--- src/rtl/matmul_pkg.sv ---
// Shared types, constants and operand-indexing helpers for the 2x2 * 2x4
// matrix-multiply sequencer and its multiply-accumulate datapath.
package matmul_pkg;

    localparam int N_ENTRIES = 8;
    localparam int ELEM_W    = 4;
    localparam int OUT_W     = 8;
    localparam int ACC_W     = 2 * ELEM_W + 1;

    localparam logic [OUT_W-1:0] SAT_MAX = 8'hFF;
    localparam logic [2:0]       LAST_E  = 3'(N_ENTRIES - 1);

    typedef enum logic [2:0] {
        IDLE,
        CLEAR,
        MAC0,
        MAC1,
        WRITE,
        DONE
    } state_t;

    // A[i][k] lives at nibble 2i+k of the packed A operand
    function automatic logic [ELEM_W-1:0] a_elem(
        input logic [4*ELEM_W-1:0] a,
        input logic                i,
        input logic                k
    );
        logic [3:0] base;
        base = {i, k, 2'b00};
        return a[base +: ELEM_W];
    endfunction

    // B[k][j] lives at nibble 4k+j of the packed B operand
    function automatic logic [ELEM_W-1:0] b_elem(
        input logic [8*ELEM_W-1:0] b,
        input logic                k,
        input logic [1:0]          j
    );
        logic [4:0] base;
        base = {k, j, 2'b00};
        return b[base +: ELEM_W];
    endfunction

endpackage

--- src/rtl/matmul_sequencer_mac_unit.sv ---
// Multiply-accumulate datapath: 4x4 unsigned multiply into a 9-bit
// accumulator, with the saturated 8-bit view of the value being written.
module mac_unit
    import matmul_pkg::*;
(
    input  logic              clk,
    input  logic              reset_n,
    input  logic              load,
    input  logic              accumulate,
    input  logic [ELEM_W-1:0] op_a,
    input  logic [ELEM_W-1:0] op_b,
    output logic [OUT_W-1:0]  sat_d
);

    logic [ACC_W-1:0]    acc_q;
    logic [ACC_W-1:0]    acc_d;
    logic [2*ELEM_W-1:0] prod;

    // Next accumulator value and its saturated form, so the caller can
    // register the result on the same edge the accumulator updates
    always_comb begin
        prod  = {{ELEM_W{1'b0}}, op_a} * {{ELEM_W{1'b0}}, op_b};
        acc_d = acc_q;
        if (load) begin
            acc_d = {1'b0, prod};
        end else if (accumulate) begin
            acc_d = acc_q + {1'b0, prod};
        end
        sat_d = (acc_d > ACC_W'(255)) ? SAT_MAX : acc_d[OUT_W-1:0];
    end

    // Accumulator register
    always_ff @(posedge clk or negedge reset_n) begin
        if (!reset_n) begin
            acc_q <= '0;
        end else begin
            acc_q <= acc_d;
        end
    end

endmodule

--- src/rtl/matmul_sequencer.sv ---
// Sequencer for the 2x2 * 2x4 matrix product: latches operands on start,
// clears the register file, then produces each of the eight results with
// two MAC steps and writes them one at a time through the write port.
module matmul_sequencer #(
    parameter int ELEM_W = 4,
    parameter int OUT_W  = 8
) (
    input  logic                clk,
    input  logic                reset_n,
    input  logic                start,
    input  logic                abort,
    input  logic [4*ELEM_W-1:0] a_in,
    input  logic [8*ELEM_W-1:0] b_in,
    output logic                rf_clear,
    output logic                update_reg,
    output logic [2:0]          reg_specifier,
    output logic [OUT_W-1:0]    product_out,
    output logic                busy,
    output logic                done
);

    import matmul_pkg::*;

    state_t              state_q, state_d;
    logic [2:0]          e_q, e_d;
    logic [4*ELEM_W-1:0] a_q, a_d;
    logic [8*ELEM_W-1:0] b_q, b_d;
    logic [2:0]          spec_q, spec_d;
    logic [OUT_W-1:0]    prod_q, prod_d;

    logic                mac_load;
    logic                mac_accumulate;
    logic [ELEM_W-1:0]   mac_a;
    logic [ELEM_W-1:0]   mac_b;
    logic [OUT_W-1:0]    mac_sat_d;

    mac_unit u_mac (
        .clk        (clk),
        .reset_n    (reset_n),
        .load       (mac_load),
        .accumulate (mac_accumulate),
        .op_a       (mac_a),
        .op_b       (mac_b),
        .sat_d      (mac_sat_d)
    );

    // Next-state, datapath control and strobe decode; abort overrides the
    // transition and masks the strobes in the cycle it is seen
    always_comb begin
        state_d        = state_q;
        e_d            = e_q;
        a_d            = a_q;
        b_d            = b_q;
        spec_d         = spec_q;
        prod_d         = prod_q;
        mac_load       = 1'b0;
        mac_accumulate = 1'b0;
        mac_a          = a_elem(a_q, e_q[2], 1'b0);
        mac_b          = b_elem(b_q, 1'b0, e_q[1:0]);
        rf_clear       = 1'b0;
        update_reg     = 1'b0;
        busy           = 1'b0;
        done           = 1'b0;

        case (state_q)
            IDLE: begin
                if (start && !abort) begin
                    state_d = CLEAR;
                    a_d     = a_in;
                    b_d     = b_in;
                end
            end
            CLEAR: begin
                rf_clear = 1'b1;
                busy     = 1'b1;
                e_d      = '0;
                state_d  = MAC0;
            end
            MAC0: begin
                busy     = 1'b1;
                mac_load = 1'b1;
                state_d  = MAC1;
            end
            MAC1: begin
                busy           = 1'b1;
                mac_accumulate = 1'b1;
                mac_a          = a_elem(a_q, e_q[2], 1'b1);
                mac_b          = b_elem(b_q, 1'b1, e_q[1:0]);
                spec_d         = e_q;
                prod_d         = mac_sat_d;
                state_d        = WRITE;
            end
            WRITE: begin
                busy       = 1'b1;
                update_reg = 1'b1;
                e_d        = e_q + 3'd1;
                state_d    = (e_q == LAST_E) ? DONE : MAC0;
            end
            DONE: begin
                done    = 1'b1;
                state_d = IDLE;
            end
            default: begin
                state_d = IDLE;
            end
        endcase

        if (abort && (state_q != IDLE)) begin
            state_d    = IDLE;
            rf_clear   = 1'b0;
            update_reg = 1'b0;
            done       = 1'b0;
        end
    end

    // State, element counter, operand latches and write-port registers
    always_ff @(posedge clk or negedge reset_n) begin
        if (!reset_n) begin
            state_q <= IDLE;
            e_q     <= '0;
            a_q     <= '0;
            b_q     <= '0;
            spec_q  <= '0;
            prod_q  <= '0;
        end else begin
            state_q <= state_d;
            e_q     <= e_d;
            a_q     <= a_d;
            b_q     <= b_d;
            spec_q  <= spec_d;
            prod_q  <= prod_d;
        end
    end

    assign reg_specifier = spec_q;
    assign product_out   = prod_q;

endmodule

--- config.mk ---
export PLATFORM = sky130hd
export DESIGN_NAME = matmul_sequencer
export DESIGN_NICKNAME = d
export VERILOG_FILES = /design/src/rtl/matmul_pkg.sv /design/src/rtl/matmul_sequencer_mac_unit.sv /design/src/rtl/matmul_sequencer.sv
export SDC_FILE = /design/constraint.sdc
export NUM_CORES = 1
export LEC_CHECK = 0
export ABC_AREA = 1
export CAP_MARGIN = 20
export CORE_MARGIN = 4
export CORE_UTILIZATION = 50
export CTS_CLUSTER_SIZE = 30
export DETAILED_ROUTE_END_ITERATION = 12
export PLACE_DENSITY = 0.74
export SLEW_MARGIN = 0
export SYNTH_ARGS = -nofsm -noshare
export SYNTH_HDL_FRONTEND = slang
export SYNTH_HIERARCHICAL = 1
export SYNTH_SLANG_ARGS = --single-unit
--- constraint.sdc ---
create_clock -name clk -period 11.4 [get_ports clk]
set_input_delay 1.71 -clock clk [delete_from_list [all_inputs] [get_ports clk]]
set_output_delay 1.71 -clock clk [all_outputs]
set_load 0.01 [all_outputs]
### Word-level counts from Yosys, hierarchy flattened

Cells that the tools add are included.

* bitwise logic cells: 0
* $add $sub $neg: 2
* $lt $le $gt $ge: 1
* muxes and demuxes: 19
* $mul: 1
* eq/ne operators: 7
* div/mod/pow operators: 0
* reduce and logical (&&, ||, !) cells: 8
* shift operators: 4

Operators with widths (number)
* $shiftx A16 B5 Y4: 2
* $shiftx A32 B5 Y4: 1
* $shiftx A32 B6 Y4: 1
* $mux W9: 2
* $pmux W3 S5: 1
* $add A9 B8 Y9: 1
* $eq A3 B3 Y1 const B: 3
* $gt A9 B8 Y1 const B: 1
* $mux W1: 9
* $mux W3: 3
* $mul A4 B4 Y8: 1
* $mux W4: 2
* $mux W8: 1
* $eq A3 B2 Y1 const B: 2
* $pmux W3 S2: 1
* $reduce_or A4 Y1: 1
* $add A3 B1 Y3 const B: 1
* $eq A3 B1 Y1 const B: 1
* $logic_not A3 Y1: 1
* $ne A3 B3 Y1 const B: 1
* $reduce_bool A3 Y1: 1
* $logic_and A1 B1 Y1: 2
* $reduce_and A2 Y1: 1
* $reduce_bool A2 Y1: 1
* $logic_not A1 Y1: 1

* memory bits (read-only): 0
* memories: 0
* bits in latches: 0
* logic and storage cells: 49
* bits in writable memories: 0
* flip-flop bits (word level): 74
* output and inout port bits: 15
* input bits: 52

### Depth between registers and ports, before layout

* depth after elaboration: 8
* gate-level depth with buffers: 32
* gate-level depth less buffers: 30

### By module

Netlist, hierarchy kept.

By module, submodules not included
* matmul_sequencer: sequential area each 1626.6 um2, area each 3285.7 um2, instances 1, cells an instance 446
* mac_unit: sequential area each 225.2 um2, area each 1372.6 um2, instances 1, cells an instance 209

### Least setup slack after synthesis

Ideal clock, no wire load.

* path kind: flip-flop to flip-flop
* from: register e_q[0]
* to: register prod_q[7], in the netlist product_out[7]
* period minus slack after synthesis: 4.210 ns
* data arrival time: 4.094 ns
* data required time: 11.284 ns
* buffers on the path: 2
* path slack: 7.190 ns
* setup time: 0.116 ns
* cell stages (with the launch flop): 30
* cells stage by stage: dfrtp_1 -> buf_2 -> inv_2 -> buf_2 -> nand2_1 -> nand3_1 -> nand2_1 -> nand2_1 -> nand2_1 -> nand2_1 -> fa_1 -> inv_1 -> fa_1 -> inv_1 -> fa_1 -> o21ai_0 -> nand2_1 -> nand3_1 -> nand2_1 -> ha_1 -> nand2_1 -> inv_1 -> a21oi_1 -> nand3_1 -> nand3_1 -> nand2_1 -> nand2_1 -> nand2_1 -> nand2_1 -> nand2_1

* longest elaborated chain between the ends: 8
* elaborated cells on any way between the ends: 9

Ends and longest elaborated chain
* start: declaration: line matmul_sequencer.sv:25 `logic [2:0] e_q, e_d;`
* start signal: assignment: line matmul_sequencer.sv:120 `e_q <= '0;`
* start signal: assignment: line matmul_sequencer.sv:127 `e_q <= e_d;`
* $shiftx A32 B6 Y4 or $shiftx A32 B5 Y4 (tied branches): line matmul_pkg.sv:41 `return b[base +: ELEM_W];`
* $mux W4 (*): line matmul_sequencer.sv:65 `case (state_q)`
* via mac_b[3]: line matmul_sequencer.sv:34 `logic [ELEM_W-1:0] mac_b;`
* $mul A4 B4 Y8 (*): line matmul_sequencer_mac_unit.sv:22 `prod = {{ELEM_W{1'b0}}, op_a} * {{ELEM_W{1'b0}}, op_b};`
* $add A9 B8 Y9: line matmul_sequencer_mac_unit.sv:27 `acc_d = acc_q + {1'b0, prod};`
* $mux W9: line matmul_sequencer_mac_unit.sv:26 `end else if (accumulate) begin`
* $mux W9 (*): line matmul_sequencer_mac_unit.sv:24 `if (load) begin`
* $gt A9 B8 Y1: line matmul_sequencer_mac_unit.sv:29 `sat_d = (acc_d > ACC_W'(255)) ? SAT_MAX : acc_d[OUT_W-1:0];`
* $mux W8 (*): line matmul_sequencer_mac_unit.sv:29
* via mac_sat_d[7]: line matmul_sequencer.sv:35 `logic [OUT_W-1:0] mac_sat_d;`
* end signal: assignment: line matmul_sequencer.sv:131 `prod_q <= prod_d;`
* end: declaration: line matmul_sequencer.sv:29 `logic [OUT_W-1:0] prod_q, prod_d;`

Mark *: on every way through the listed nets, which the timed path passes. The rest lies on a longest branch.
A chain may end at the register's enable or synchronous reset.

### Final worst setup path

* from: register state_q[2]
* to: register prod_q[7], in the netlist product_out[7]

* longest elaborated chain between the ends: 8
* elaborated cells on any way between the ends: 12

Ends and longest elaborated chain
* start: declaration: line matmul_sequencer.sv:24 `state_t state_q, state_d;`
* start signal: assignment: line matmul_sequencer.sv:126 `state_q <= state_d;`
* $eq A3 B2 Y1 (*): line matmul_sequencer.sv:65
* $mux W4 (*): line matmul_sequencer.sv:65
* via mac_b[3]: line matmul_sequencer.sv:34
* $mul A4 B4 Y8 (*): line matmul_sequencer_mac_unit.sv:22
* $add A9 B8 Y9: line matmul_sequencer_mac_unit.sv:27
* $mux W9: line matmul_sequencer_mac_unit.sv:26
* $mux W9 (*): line matmul_sequencer_mac_unit.sv:24
* $gt A9 B8 Y1: line matmul_sequencer_mac_unit.sv:29
* $mux W8 (*): line matmul_sequencer_mac_unit.sv:29
* via mac_sat_d[7]: line matmul_sequencer.sv:35

Marked as above.

==> summary.txt <==
Finish
  – Share of cells above drive strength 1: 0.0446
  – Filler cell count: 807
  – Multi-input logic area: 0.00207 mm²
  – Diodes inserted: 0
  – Most frequent cells in the layout: nand2_1 (222), inv_1 (155), dfrtp_1 (74)
  – P&R area growth vs syn: 18.1%
  – Register area: around 0.0019 mm²
  – Most common cell after layout, fill and taps aside: nand2_1
  – Nets: 792

Logic synthesis
  – Post-synth ARST share: 1.00
  – Post-Synth Adder-Cell Area: 0.0806
  – Mux contribution to synthesized area: 0
  – Unique masters post-synth: 33
  – Synth Area in Simple Gates: 0.277
  – Largest family of logic cells by synthesized area: simple AND/OR/NAND/NOR gates
  – Area fraction in compound gates after synthesis: 0.0806
  – Synth area leader: dfrtp_1
  – Netlist area before placement: 0.00466 mm²
  – Synth Area in XOR/XNOR: 0.00564
  – Post-synth EDFFs: 0
  – Top_reg_cell synth: dfrtp_1
  – Mapped Nets: between 700 and 800
  – Synth Instances: 655
  – Top cell type's share of synthesized area: 0.398
  – Synth area leaders: dfrtp_1 (40%), nand2_1 (18%), inv_1 (12%), ha_1 (5.9%), nand3_1 (4.7%)
  – Synthesized flop and latch total: 74
  – Sequential-to-total area share from yosys stat: 0.398
  – Yosys synthesis warning count: 6
  – Synthesized area per cell: approximately 7.1 µm²

Route
  – Final wirelength: 9770 µm
  – Via count: 3988
  – DRT Pass-1 Iters: 5
  – Via density: 4.83
  – DR WL/cell: ~12 µm
  – DR iter-0 viols: approximately 170
  – Post-route ant nets: 0
  – Drt drc: 0

Timing
  – Fmax: 174 MHz
  – Final Hold Fails: 0
  – RSZ-0062 raised after global routing: no
  – Crit share post-route: 0.505
  – Least-Margin Pin Slew: between 0.9 and 1 ns
  – Setup_tns: 0 ns
  – Time the worst path needs with I/O delays and setup: 5.76 ns
  – Slew HR: 0.351
  – Clk_skew: 0.0124 ns
  – Final max-slew violation count: 0
  – Final setup vio count: 0

Pwr
  – Pwr Total: between 1 and 1.5 mW
  – PD cells: 184 mW/mm²
  – Max VDD drop: 0.0739 mV
  – Pleak: 3.22 nW

GRT
  – Pin count of the biggest net entering global routing: 97
  – Gr usage total: 0.187
  – First-pass GRT wire length: approximately 17000 µm
  – Vias in the first global route: 3814
  – Grt total ovfl: 0
  – Initial antenna violation count: 0

Floorplanning
  – Row cnt: 34
  – Top Ports: 67
  – Core area: 0.00889 mm²
  – DIE HEIGHT: 105 µm
  – Die area: ~0.011 mm²
  – Starting Density: 0.524
  – Die X: 105 µm

Hold path
  – Hold Path Class: flop to flop

Flow run
  – Max-cap viol count: 0

Critical path
  – Critical path class: flop to flop
  – CP max FO: 33
  – CP Launch Type: flop
  – WP data arrival: 6.05 ns
  – CP Capture Type: flop
  – WP data required: 11.69 ns

Clocking
  – Clock transition at path regs: 0.08 ns
  – CTS Buf Count: 9
  – H-tree levels: 3
  – # hold bufs at CTS: 0
  – CTS Buffer Depth: 2
  – Clk sink count: 74
  – Post-CTS Setup Bufs: 0
  – Post_cts resized: 0
  – Worst-skew pair later-pin latency: 0.35 ns
  – Root buffer cell: clkbuf_8
  – CTS tree: done

Outcome
  – Status: finished clean

Place
  – Placer Congestion: roughly 0.85
  – DP HPWL: 7090 µm
  – I/O Buffers: 66
## cells in the mapped netlist, types with 2 or more instances
master and count:
buf_2 10, o21ai_1 44, nand4_1 4, nand3_2 3, nand2_2 3, buf_6 7
ha_1 22, fa_1 5, clkbuf_1 3, nand2_1 222, nor2_1 13, nand3_1 44
inv_1 155, xnor2_1 2, nand3b_1 2, a21oi_1 11, o21ai_0 15, dfrtp_1 74
inv_2 2
## metal layers
layer | global-route usage | vias up | wire (µm)
li1 | - | 2076 | -
met1 | 0.237 | 1804 | 4500
met2 | 0.317 | 95 | 4630
met3 | 0.0335 | 13 | 485
met4 | 0.0731 | 0 | 157
met5 | 0 | - | 0
## path summary, 6_finish.rpt
kind / from / endpoint / slack [ns] / cells past startpoint
worst min-delay path: product_out[2] / product_out[2] / 0.48 / 2
min in group asynchronous: reset_n / b_q[21] / 1.57 / 2
max in group asynchronous: reset_n / product_out[6] / 9.23 / 2
worst max register to register: state_q[2] / product_out[7] / 5.64 / 27
worst max-delay path: state_q[2] / product_out[7] / 5.64 / 27
worst min register to register: product_out[2] / product_out[2] / 0.48 / 2
## power breakdown
part	internal (mW)	switching (mW)	leakage, nW
clock network	0.102	0.0994	0.0910
logic	0.191	0.251	2.19
registers	0.328	0.0392	0.935
## cells by family (layout without fill, tap and decap cells)
group,count (synthesis),in the layout
simple gates,299,299
buf+inv,179,242
flops,74,74
compound gates,73,73
fa+ha+maj,27,27
xor+xnor,3,3
## critical path: stages, from the launching register on
cell and delay (ns):
dfrtp_1 0.41, inv_2 0.14, nand3_2 0.46, inv_1 0.93
nand2_1 0.13, nand2_1 0.17, nand2_1 0.11, fa_1 0.55
inv_1 0.06, fa_1 0.56, inv_1 0.06, fa_1 0.45
o21ai_0 0.17, nand2_1 0.08, nand3_1 0.09, nand2_1 0.06
ha_1 0.32, nand2_1 0.12, inv_1 0.05, a21oi_1 0.19
nand2_1 0.08, nand2_1 0.06, nand3_1 0.07, nand2_1 0.09
nand2_1 0.06, nand2_1 0.06, nand2_1 0.05, nand2_1 0.10
## final cells by class
type,instances,area share
multi-input combinational,402,0.375
sequential,74,0.337
tap,108,0.0246
timing repair buffer,68,0.122
clock buffer,12,0.0246
inverter,158,0.108
clock inverter,4,0.00932
## state kept, by name, indices dropped and copies added (netlist names)
name / cells
state_q: 3
reg_specifier: 3
a_q: 16
b_q: 32
u_mac/acc_q: 9
product_out: 8
e_q: 3
## metrics by stage
stage               utilization  area (µm²)  instances  setup slack, ns  hold WS [ns]
finish                    0.619        5500        826             5.64         0.482
global route              0.619        5500        826             5.11         0.511
CTS                       0.619        5500        826             5.64         0.485
detailed placement        0.598        5320        810             5.65         0.464
global placement          0.598        5320        810             5.92         0.465
floorplan                     -        4660        655             7.19         0.453
Note: power is estimated with default switching activity, not from simulation.
